[config.mk]
export PLATFORM = sky130hd
export DESIGN_NAME = cas_sequencer_flat
export DESIGN_NICKNAME = d
export VERILOG_FILES = /design/src/rtl/cas_sequencer_if.sv /design/src/rtl/cas_sequencer.sv /design/src/flat_wrapper.sv
export SDC_FILE = /design/constraint.sdc
export NUM_CORES = 1
export LEC_CHECK = 0
export CAP_MARGIN = 20
export CORE_MARGIN = 1
export CORE_UTILIZATION = 45
export CTS_BUF_LIST = sky130_fd_sc_hd__clkbuf_8
export CTS_CLUSTER_SIZE = 8
export DETAILED_ROUTE_END_ITERATION = 7
export PLACE_DENSITY = 0.76
export SETUP_SLACK_MARGIN = 0.15
export SLEW_MARGIN = 15
export SYNTH_ARGS = -nofsm -noshare
export SYNTH_HDL_FRONTEND = slang
export SYNTH_SLANG_ARGS = --single-unit
[constraint.sdc]
create_clock -name CLK_n -period 2.5 [get_ports CLK_n]
set_input_delay 0.5 -clock CLK_n [delete_from_list [all_inputs] [get_ports CLK_n]]
set_output_delay 0.5 -clock CLK_n [all_outputs]
set_load 0.02 [all_outputs]
[src/rtl/cas_sequencer_if.sv]
// CPU/video DRAM strobe bus between the system side and cas_sequencer.
// Master drives the request side; slave drives the DRAM strobes.
interface cas_sequencer_if #(
  parameter int PH_W   = 4,
  parameter int N_BANK = 2
);
  localparam int BANK_W = $clog2(N_BANK);

  logic              PHASE_SYNC;
  logic              VID_EN;
  logic              MREQ_n;
  logic              RFSH_n;
  logic [BANK_W-1:0] BANK_SEL;
  logic              RAS_n;
  logic [N_BANK-1:0] CAS_n;
  logic              MUX;
  logic              READY;
  logic [PH_W-1:0]   PHASE;

  modport master (
    output PHASE_SYNC, VID_EN, MREQ_n,
    output RFSH_n, BANK_SEL,
    input  RAS_n, CAS_n, MUX,
    input  READY, PHASE
  );

  modport slave (
    input  PHASE_SYNC, VID_EN, MREQ_n,
    input  RFSH_n, BANK_SEL,
    output RAS_n, CAS_n, MUX,
    output READY, PHASE
  );
endinterface

[src/rtl/cas_sequencer.sv]
// Slot-based DRAM RAS/CAS sequencer: video half-slot then CPU/refresh
// half-slot, strobes registered one clock behind the phase counter.
module cas_sequencer #(
  parameter int PH_W    = 4,
  parameter int N_BANK  = 2,
  parameter int VID_CAS = 2
) (
  input logic        CLK_n,
  input logic        RESET_n,
  cas_sequencer_if.slave bus
);
  localparam int H      = 2 ** (PH_W - 1);
  localparam int BANK_W = $clog2(N_BANK);
  localparam int LW     = PH_W - 1;

  localparam logic [LW-1:0] L_RAS0 = LW'(1);
  localparam logic [LW-1:0] L_END  = LW'(H - 2);
  localparam logic [LW-1:0] L_MUX  = LW'(H / 4);
  localparam logic [LW-1:0] L_CAS  = LW'(H / 2);
  localparam logic [LW-1:0] L_PG0  = LW'(H / 4 + 1);
  localparam logic [LW-1:0] L_PG1  = LW'(H / 2 - 1);
  localparam logic [LW-1:0] L_PG2  = LW'(H / 2 + 1);

  logic [PH_W-1:0]   phase_q, phase_d;
  logic              ras_q, ras_d;
  logic [N_BANK-1:0] cas_q, cas_d;
  logic              mux_q, mux_d;
  logic              ready_q, ready_d;
  logic              done_q, done_d;
  logic              vid_q, vid_d;
  logic              cpu_q, cpu_d;
  logic              rf_q, rf_d;
  logic [BANK_W-1:0] bank_q, bank_d;

  logic [LW-1:0] lo;
  logic          hi;
  logic          at_h;
  logic          accept;
  logic          in_ras;
  logic          in_mux;
  logic          in_cas;
  logic          in_vcas;

  always_comb begin
    lo      = phase_q[LW-1:0];
    hi      = phase_q[PH_W-1];
    at_h    = (phase_q == PH_W'(H));
    accept  = at_h && !bus.MREQ_n && !done_q
            && !bus.PHASE_SYNC;
    in_ras  = (lo >= L_RAS0) && (lo <= L_END);
    in_mux  = (lo >= L_MUX) && (lo <= L_END);
    in_cas  = (lo >= L_CAS) && (lo <= L_END);
    in_vcas = in_cas;
    if (VID_CAS == 2) begin
      in_vcas = ((lo >= L_PG0) && (lo <= L_PG1))
             || ((lo >= L_PG2) && (lo <= L_END));
    end

    phase_d = phase_q + 1'b1;
    ras_d   = 1'b1;
    cas_d   = '1;
    mux_d   = 1'b0;

    if (!hi && vid_q) begin
      if (in_ras)  ras_d    = 1'b0;
      if (in_mux)  mux_d    = 1'b1;
      if (in_vcas) cas_d[0] = 1'b0;
    end
    if (hi && (cpu_q || rf_q) && in_ras) begin
      ras_d = 1'b0;
    end
    if (hi && cpu_q) begin
      if (in_mux) mux_d         = 1'b1;
      if (in_cas) cas_d[bank_q] = 1'b0;
    end

    vid_d  = (phase_q == '0) ? bus.VID_EN : vid_q;
    cpu_d  = cpu_q;
    rf_d   = rf_q;
    bank_d = bank_q;
    if (at_h) begin
      cpu_d  = accept && bus.RFSH_n;
      rf_d   = accept && !bus.RFSH_n;
      bank_d = bus.BANK_SEL;
    end

    // done blocks re-issue until the CPU drops MREQ_n
    done_d = done_q;
    if (bus.MREQ_n) done_d = 1'b0;
    if (accept)     done_d = 1'b1;

    ready_d = ready_q;
    if (bus.MREQ_n) begin
      ready_d = 1'b1;
    end else if (!done_q) begin
      ready_d = at_h;
    end

    if (bus.PHASE_SYNC) begin
      phase_d = '0;
      ras_d   = 1'b1;
      cas_d   = '1;
      mux_d   = 1'b0;
      vid_d   = 1'b0;
      cpu_d   = 1'b0;
      rf_d    = 1'b0;
      done_d  = 1'b0;
      ready_d = bus.MREQ_n;
    end
  end

  always_ff @(posedge CLK_n) begin
    if (!RESET_n) begin
      phase_q <= '0;
      ras_q   <= 1'b1;
      cas_q   <= '1;
      mux_q   <= 1'b0;
      ready_q <= 1'b1;
      done_q  <= 1'b0;
      vid_q   <= 1'b0;
      cpu_q   <= 1'b0;
      rf_q    <= 1'b0;
      bank_q  <= '0;
    end else begin
      phase_q <= phase_d;
      ras_q   <= ras_d;
      cas_q   <= cas_d;
      mux_q   <= mux_d;
      ready_q <= ready_d;
      done_q  <= done_d;
      vid_q   <= vid_d;
      cpu_q   <= cpu_d;
      rf_q    <= rf_d;
      bank_q  <= bank_d;
    end
  end

  assign bus.PHASE = phase_q;
  assign bus.RAS_n = ras_q;
  assign bus.CAS_n = cas_q;
  assign bus.MUX   = mux_q;
  assign bus.READY = ready_q;
endmodule

[src/flat_wrapper.sv]
// flat-port wrapper written by rule: the top's interface ports become plain ports
module cas_sequencer_flat 
#(
  parameter int PH_W    = 4,
  parameter int N_BANK  = 2,
  parameter int VID_CAS = 2
)
  (CLK_n, RESET_n, bus_PHASE_SYNC, bus_VID_EN, bus_MREQ_n, bus_RFSH_n, bus_BANK_SEL, bus_RAS_n, bus_CAS_n, bus_MUX, bus_READY, bus_PHASE);
  cas_sequencer_if #(.PH_W(PH_W), .N_BANK(N_BANK)) bus_i ();
  input logic CLK_n;
  input logic RESET_n;
  input wire logic [$bits(bus_i.PHASE_SYNC)-1:0] bus_PHASE_SYNC;
  input wire logic [$bits(bus_i.VID_EN)-1:0] bus_VID_EN;
  input wire logic [$bits(bus_i.MREQ_n)-1:0] bus_MREQ_n;
  input wire logic [$bits(bus_i.RFSH_n)-1:0] bus_RFSH_n;
  input wire logic [$bits(bus_i.BANK_SEL)-1:0] bus_BANK_SEL;
  output wire logic [$bits(bus_i.RAS_n)-1:0] bus_RAS_n;
  output wire logic [$bits(bus_i.CAS_n)-1:0] bus_CAS_n;
  output wire logic [$bits(bus_i.MUX)-1:0] bus_MUX;
  output wire logic [$bits(bus_i.READY)-1:0] bus_READY;
  output wire logic [$bits(bus_i.PHASE)-1:0] bus_PHASE;
  assign bus_i.PHASE_SYNC = bus_PHASE_SYNC;
  assign bus_i.VID_EN = bus_VID_EN;
  assign bus_i.MREQ_n = bus_MREQ_n;
  assign bus_i.RFSH_n = bus_RFSH_n;
  assign bus_i.BANK_SEL = bus_BANK_SEL;
  assign bus_RAS_n = bus_i.RAS_n;
  assign bus_CAS_n = bus_i.CAS_n;
  assign bus_MUX = bus_i.MUX;
  assign bus_READY = bus_i.READY;
  assign bus_PHASE = bus_i.PHASE;
  cas_sequencer #(.PH_W(PH_W), .N_BANK(N_BANK), .VID_CAS(VID_CAS)) u_core (.CLK_n(CLK_n), .RESET_n(RESET_n), .bus(bus_i));
endmodule
After elaboration in Yosys (flattened, before gate mapping)
Index checks and enable logic that the tools add are counted.
Widths: inputs -> output; s select.
- bits in read-only memories: 0
- bits in latches: 0
- register bits: 14
- RAM bits: 0
- output and inout port bits: 9
- memories: 0
- word-level logic and storage cells: 72
- input bits: 7
- mux-type cells: 18
- shift operators: 0
- $mul: 0
- order comparisons: 9
- bitwise logic cells: 5
- reductions and logical operators: 26
- div/mod/pow operators: 0
- equal/unequal tests: 2
- add/sub/neg operators: 1
- operator list (cell ; number):
    $mux 1 ; 17
    $logic_and 1x1->1 ; 15
    $ge 3x2->1 const B ; 2
    $ge 3x3->1 const B ; 2
    $logic_not 1->1 ; 5
    $add 4x1->4 const B ; 1
    $eq 4x4->1 const B ; 1
    $logic_not 4->1 ; 1
    $reduce_or 4->1 ; 1
    $ge 3x1->1 const B ; 1
    $le 3x2->1 const B ; 1
    $le 3x3->1 const B ; 1
    $ne 3x3->1 const B ; 1
    $not 1->1 ; 3
    $and 2x2->2 ; 1
    $logic_or 1x1->1 ; 2
    $lt 1x2->1 const B ; 1
    $not 2->2 ; 1
    $reduce_bool 2->1 ; 1
    $reduce_or 2->1 ; 1
    $demux 1 s1 ; 1
    $ge 1x1->1 const B ; 1

Depth between registers and ports, before layout
- depth after elaboration: 8
- mapped depth: 5
- gate-level depth less buffers: 5

Least setup slack after synthesis
OpenSTA, ideal clock, no wires.
- kind: flip-flop to flip-flop
- start: reg u_core.phase_q[1], in the netlist u_core.bus.PHASE[1]
- end: reg u_core.ready_q, in the netlist u_core.bus.READY
- clock period less this slack: 1404 ps
- cell stages (with the launch flop): 6
- path buffers: 0
- setup time: 122 ps
- arrival time: 1282 ps
- required time: 2378 ps
- setup slack: 1096 ps
- cells stage by stage: dfxtp_1 inv_1 ha_1 and3b_2 mux2i_1 o21ai_0
- longest elaborated chain between the ends: 4
- ends and longest elaborated chain (element ; RTL line ; source):
    start: declaration ; cas_sequencer.sv:24 ; logic [PH_W-1:0] phase_q, phase_d;
    start signal: assignment ; cas_sequencer.sv:125 ; phase_q <= phase_d;
    $eq 4x4->1 ; cas_sequencer.sv:47 ; at_h = (phase_q == PH_W'(H));
    $mux 1 ; cas_sequencer.sv:95 ; end else if (!done_q) begin
    $mux 1 ; cas_sequencer.sv:93 ; if (bus.MREQ_n) begin
    $mux 1 ; cas_sequencer.sv:99 ; if (bus.PHASE_SYNC) begin
    end signal: assignment ; cas_sequencer.sv:129 ; ready_q <= ready_d;
    end: declaration ; cas_sequencer.sv:28 ; logic ready_q, ready_d;
No other way between the ends. The select of a mux whose other input is x is not followed.
A chain may end at the register's enable or synchronous reset.

Worst setup path in the final report
- start: reg u_core.phase_q[2], in the netlist u_core.bus.PHASE[2]
- end: out bus_PHASE[2]
- RTL lines (element ; RTL line ; source):
    end: declaration ; flat_wrapper.sv:21 ; output wire logic [$bits(bus_i.PHASE)-1:0] bus_PHASE;
No word-level cell between the ends.

==> summary.md <==
| Metric | Value |
|---|---|
| Yosys warning count | 0 |
| RSZ-0062 raised after global routing | no |
| #FFs+latches synth | 14 |
| Final period utilization | 76.3% |
| Diode count | 0 |
| Crit path to | bus_PHASE[2] |
| Detail Placement HPWL | 852 µm |
| Share of cells above drive strength 1 | 8.14% |
| Relative slew slack | 77.0% |
| Slowest stage cell, crit path | clkdlybuf4s50_1 |
| CP Depth | 1 |
| Port bufs | 15 |
| CTS sink count | 14 |
| Yosys top cell area share | 44.1% |
| Hold Vio Cnt, Final | 0 |
| Commonest cells in the netlist | dfxtp_1, nor2_1, ha_1, nand2_1 |
| Worst hold path type | reg2reg |
| First-pass GRT wire length | 1880 µm |
| Row cnt | 13 |
| Clk_lat worst skew | 250 ps |
| Dominant cells by area after synthesis | dfxtp_1, ha_1, nor2_1 |
| Via count | 536 |
| Antenna viol nets, final | 0 |
| Number of global-route vias before repair | 434 |
| Predominant post-synthesis flop cell | dfxtp_1 |
| Cell variety after synth | 27 |
| Area delta synth->final | 32.7% |
| Data required time at the worst endpoint | 2000 ps |
| Setup TNS | 0 ps |
| Clock root cell | clkbuf_8 |
| Worst-margin pin slew | 345 ps |
| Leakage power | 0.310 nW |
| Worst Setup Path Type | reg2out |
| Crit-path max cell delay | 670 ps |
| Post-Syn Area per Cell | 9.21 µm² |
| Maximum fanout along the worst path | 9 |
| Dpl cell area | 788 µm² |
| Clock Skew | 2.44 ps |
| Starting Density | 48.8% |
| Status | finished clean |
| # nets final | 99 |
| Clock slew at reported path FFs | 50 ps |
| Reg2reg path depth | 5 |
| TritonRoute pass-1 iters | 4 |
| I/O Pins | 16 |
| Crit path launch type | flip-flop |
| CP cell instances | clkdlybuf4s50_1 |
| Die X | 39.6 µm |
| Minimum clock period after layout | 1910 ps |
| Asr flop ratio synth | 0% |
| Bufs and invs on worst path | 1 |
| Sequential element share of the synthesized area | 44.1% |
| Via density | 5.31 |
| Core footprint | 1300 µm² |
| # hold bufs at CTS | 0 |
| Pins over their slew limit | 0 |
| Post-CTS Resized | 0 |
| Residual DRC count | 0 |
| Worst R2R End | u_core.vid_q$_SDFFE_PP0N_ |
| MaxCap Viol Count | 0 |
| Die footprint | 1570 µm² |
| Routed wire length | 1170 µm |
| Number of synthesized flops with an enable pin | 0 |
| Power Dens Cells | 579 nW/µm² |
| CTS HTree Levels | 1 |
| Placer Congestion | 0.754 |
| Largest net degree at the start of global routing | 10 |
| Post-Syn Area | 636 µm² |
| GR Overflow Total | 0 |
| R2R Setup Slk | 1050 ps |
| Crit end category | output pin |
| Setup violators final | 0 |
| CTS tree | yes |
| Num CTS Buffers | 3 |
| Total track usage | 19.2% |
| RR Startpoint | u_core.bus.PHASE[1]$_SDFF_PP0_ |
| Post-CTS Setup Inserts | 0 |
| Final Cell Area | 843 µm² |
| DRC marker count from the first detailed-route iteration | 4 |
| Mapped Nets | 81 |
| Top-count cell post-synth | dfxtp_1 |
| Antenna violations before repair | 0 |
| Largest area contributor in the netlist | dfxtp_1 |
| Longest Clk Path Bufs | 2 |
| Crit path max-delay family | buffers and inverters |
| Crit path from | u_core.bus.PHASE[2]$_SDFF_PP0_ |
| DR WL/cell | 11.5 µm |
| Fmax | 0.524 GHz |
| Mapped Cells | 69 |
| Maximum VDD drop | 362 µV |
| Die Y | 39.6 µm |
| CP Data Arrival Time | 1410 ps |
| Max reg flops | 4 |
-- where the power goes --
| part | internal (W) | leakage (nW) | switching [W] |
|---|---|---|---|
| logic | 0.0000210 | 0.167 | 0.0000181 |
| clock network | 0.000140 | 0.0288 | 0.0000794 |
| registers | 0.000227 | 0.114 | 0.00000366 |
| total | 0.000387 | 0.310 | 0.000101 |
-- how the worst min path moves through the flow --
stage	startpoint	endpoint	slack, ps	cells past startpoint
floorplan	u_core.bank_q$_SDFFE_PN0N_	u_core.bus.CAS_n[1]$_SDFF_PP1_	380	1
global placement	u_core.bank_q$_SDFFE_PN0N_	u_core.bus.CAS_n[1]$_SDFF_PP1_	420	1
detailed placement	u_core.bank_q$_SDFFE_PN0N_	u_core.bus.CAS_n[1]$_SDFF_PP1_	410	1
CTS	u_core.bank_q$_SDFFE_PN0N_	u_core.bus.CAS_n[1]$_SDFF_PP1_	420	1
global route	u_core.bank_q$_SDFFE_PN0N_	u_core.bus.CAS_n[1]$_SDFF_PP1_	440	1
finish	u_core.bank_q$_SDFFE_PN0N_	u_core.bus.CAS_n[1]$_SDFF_PP1_	420	1
-- cell usage in the layout (no fill, tap or decap) --
cell type,instances
clkdlybuf4s50_1,15
dfxtp_1,14
nor2_1,8
nand2_1,5
ha_1,5
nor3_1,4
nand3_1,4
clkbuf_8,4
a21oi_1,3
inv_1,2
nand2b_1,2
o21ai_0,2
nand3b_1,2
mux2i_1,2
nor2b_1,2
inv_2,1
and2b_1,1
and2_1,1
o31ai_2,1
a211o_1,1
xor2_1,1
and3b_2,1
a21boi_0,1
nor3b_1,1
a221oi_1,1
o21bai_1,1
nor4_1,1
-- layout make-up --
type	instances	area, µm²
timing repair buffer	15	150
tap	15	18.8
fill	120	458
clock buffer	4	55.1
multi-input combinational	50	328
sequential	14	280
inverter	3	11.3
-- cells by family after synthesis --
kind of cell | after synthesis | synth area share, %
AOI/OAI and AO/OA | 10 | 11.0
xor gates and xnor gates | 1 | 1.38
DFF | 14 | 44.1
buffers and inverters | 5 | 4.33
and+or+nand+nor | 32 | 26.2
adders and majority gates | 5 | 9.84
muxes | 2 | 3.15
-- per-layer routing --
layer | vias to the layer above | track usage, % | share of wire (%)
li1 | 271 | - | -
met1 | 247 | 22.6 | 44
met2 | 15 | 28.7 | 48
met3 | 3 | 10.2 | 5.9
met4 | 0 | 7.76 | 2.1
met5 | - | 0 | 0
-- through the flow --
step | util (%) | instances | hold slack [ps] | total power (W) | setup slack (ps)
floorplan | - | 69 | 381 | 0.000255 | 1100
global placement | 60.6 | 97 | 419 | 0.000274 | 768
detailed placement | 60.6 | 97 | 410 | 0.000274 | 737
CTS | 64.8 | 101 | 420 | 0.000498 | 598
global route | 64.8 | 101 | 439 | 0.000510 | 539
finish | 64.8 | 101 | 425 | 0.000488 | 593
(Power assumes the default switching activity.)
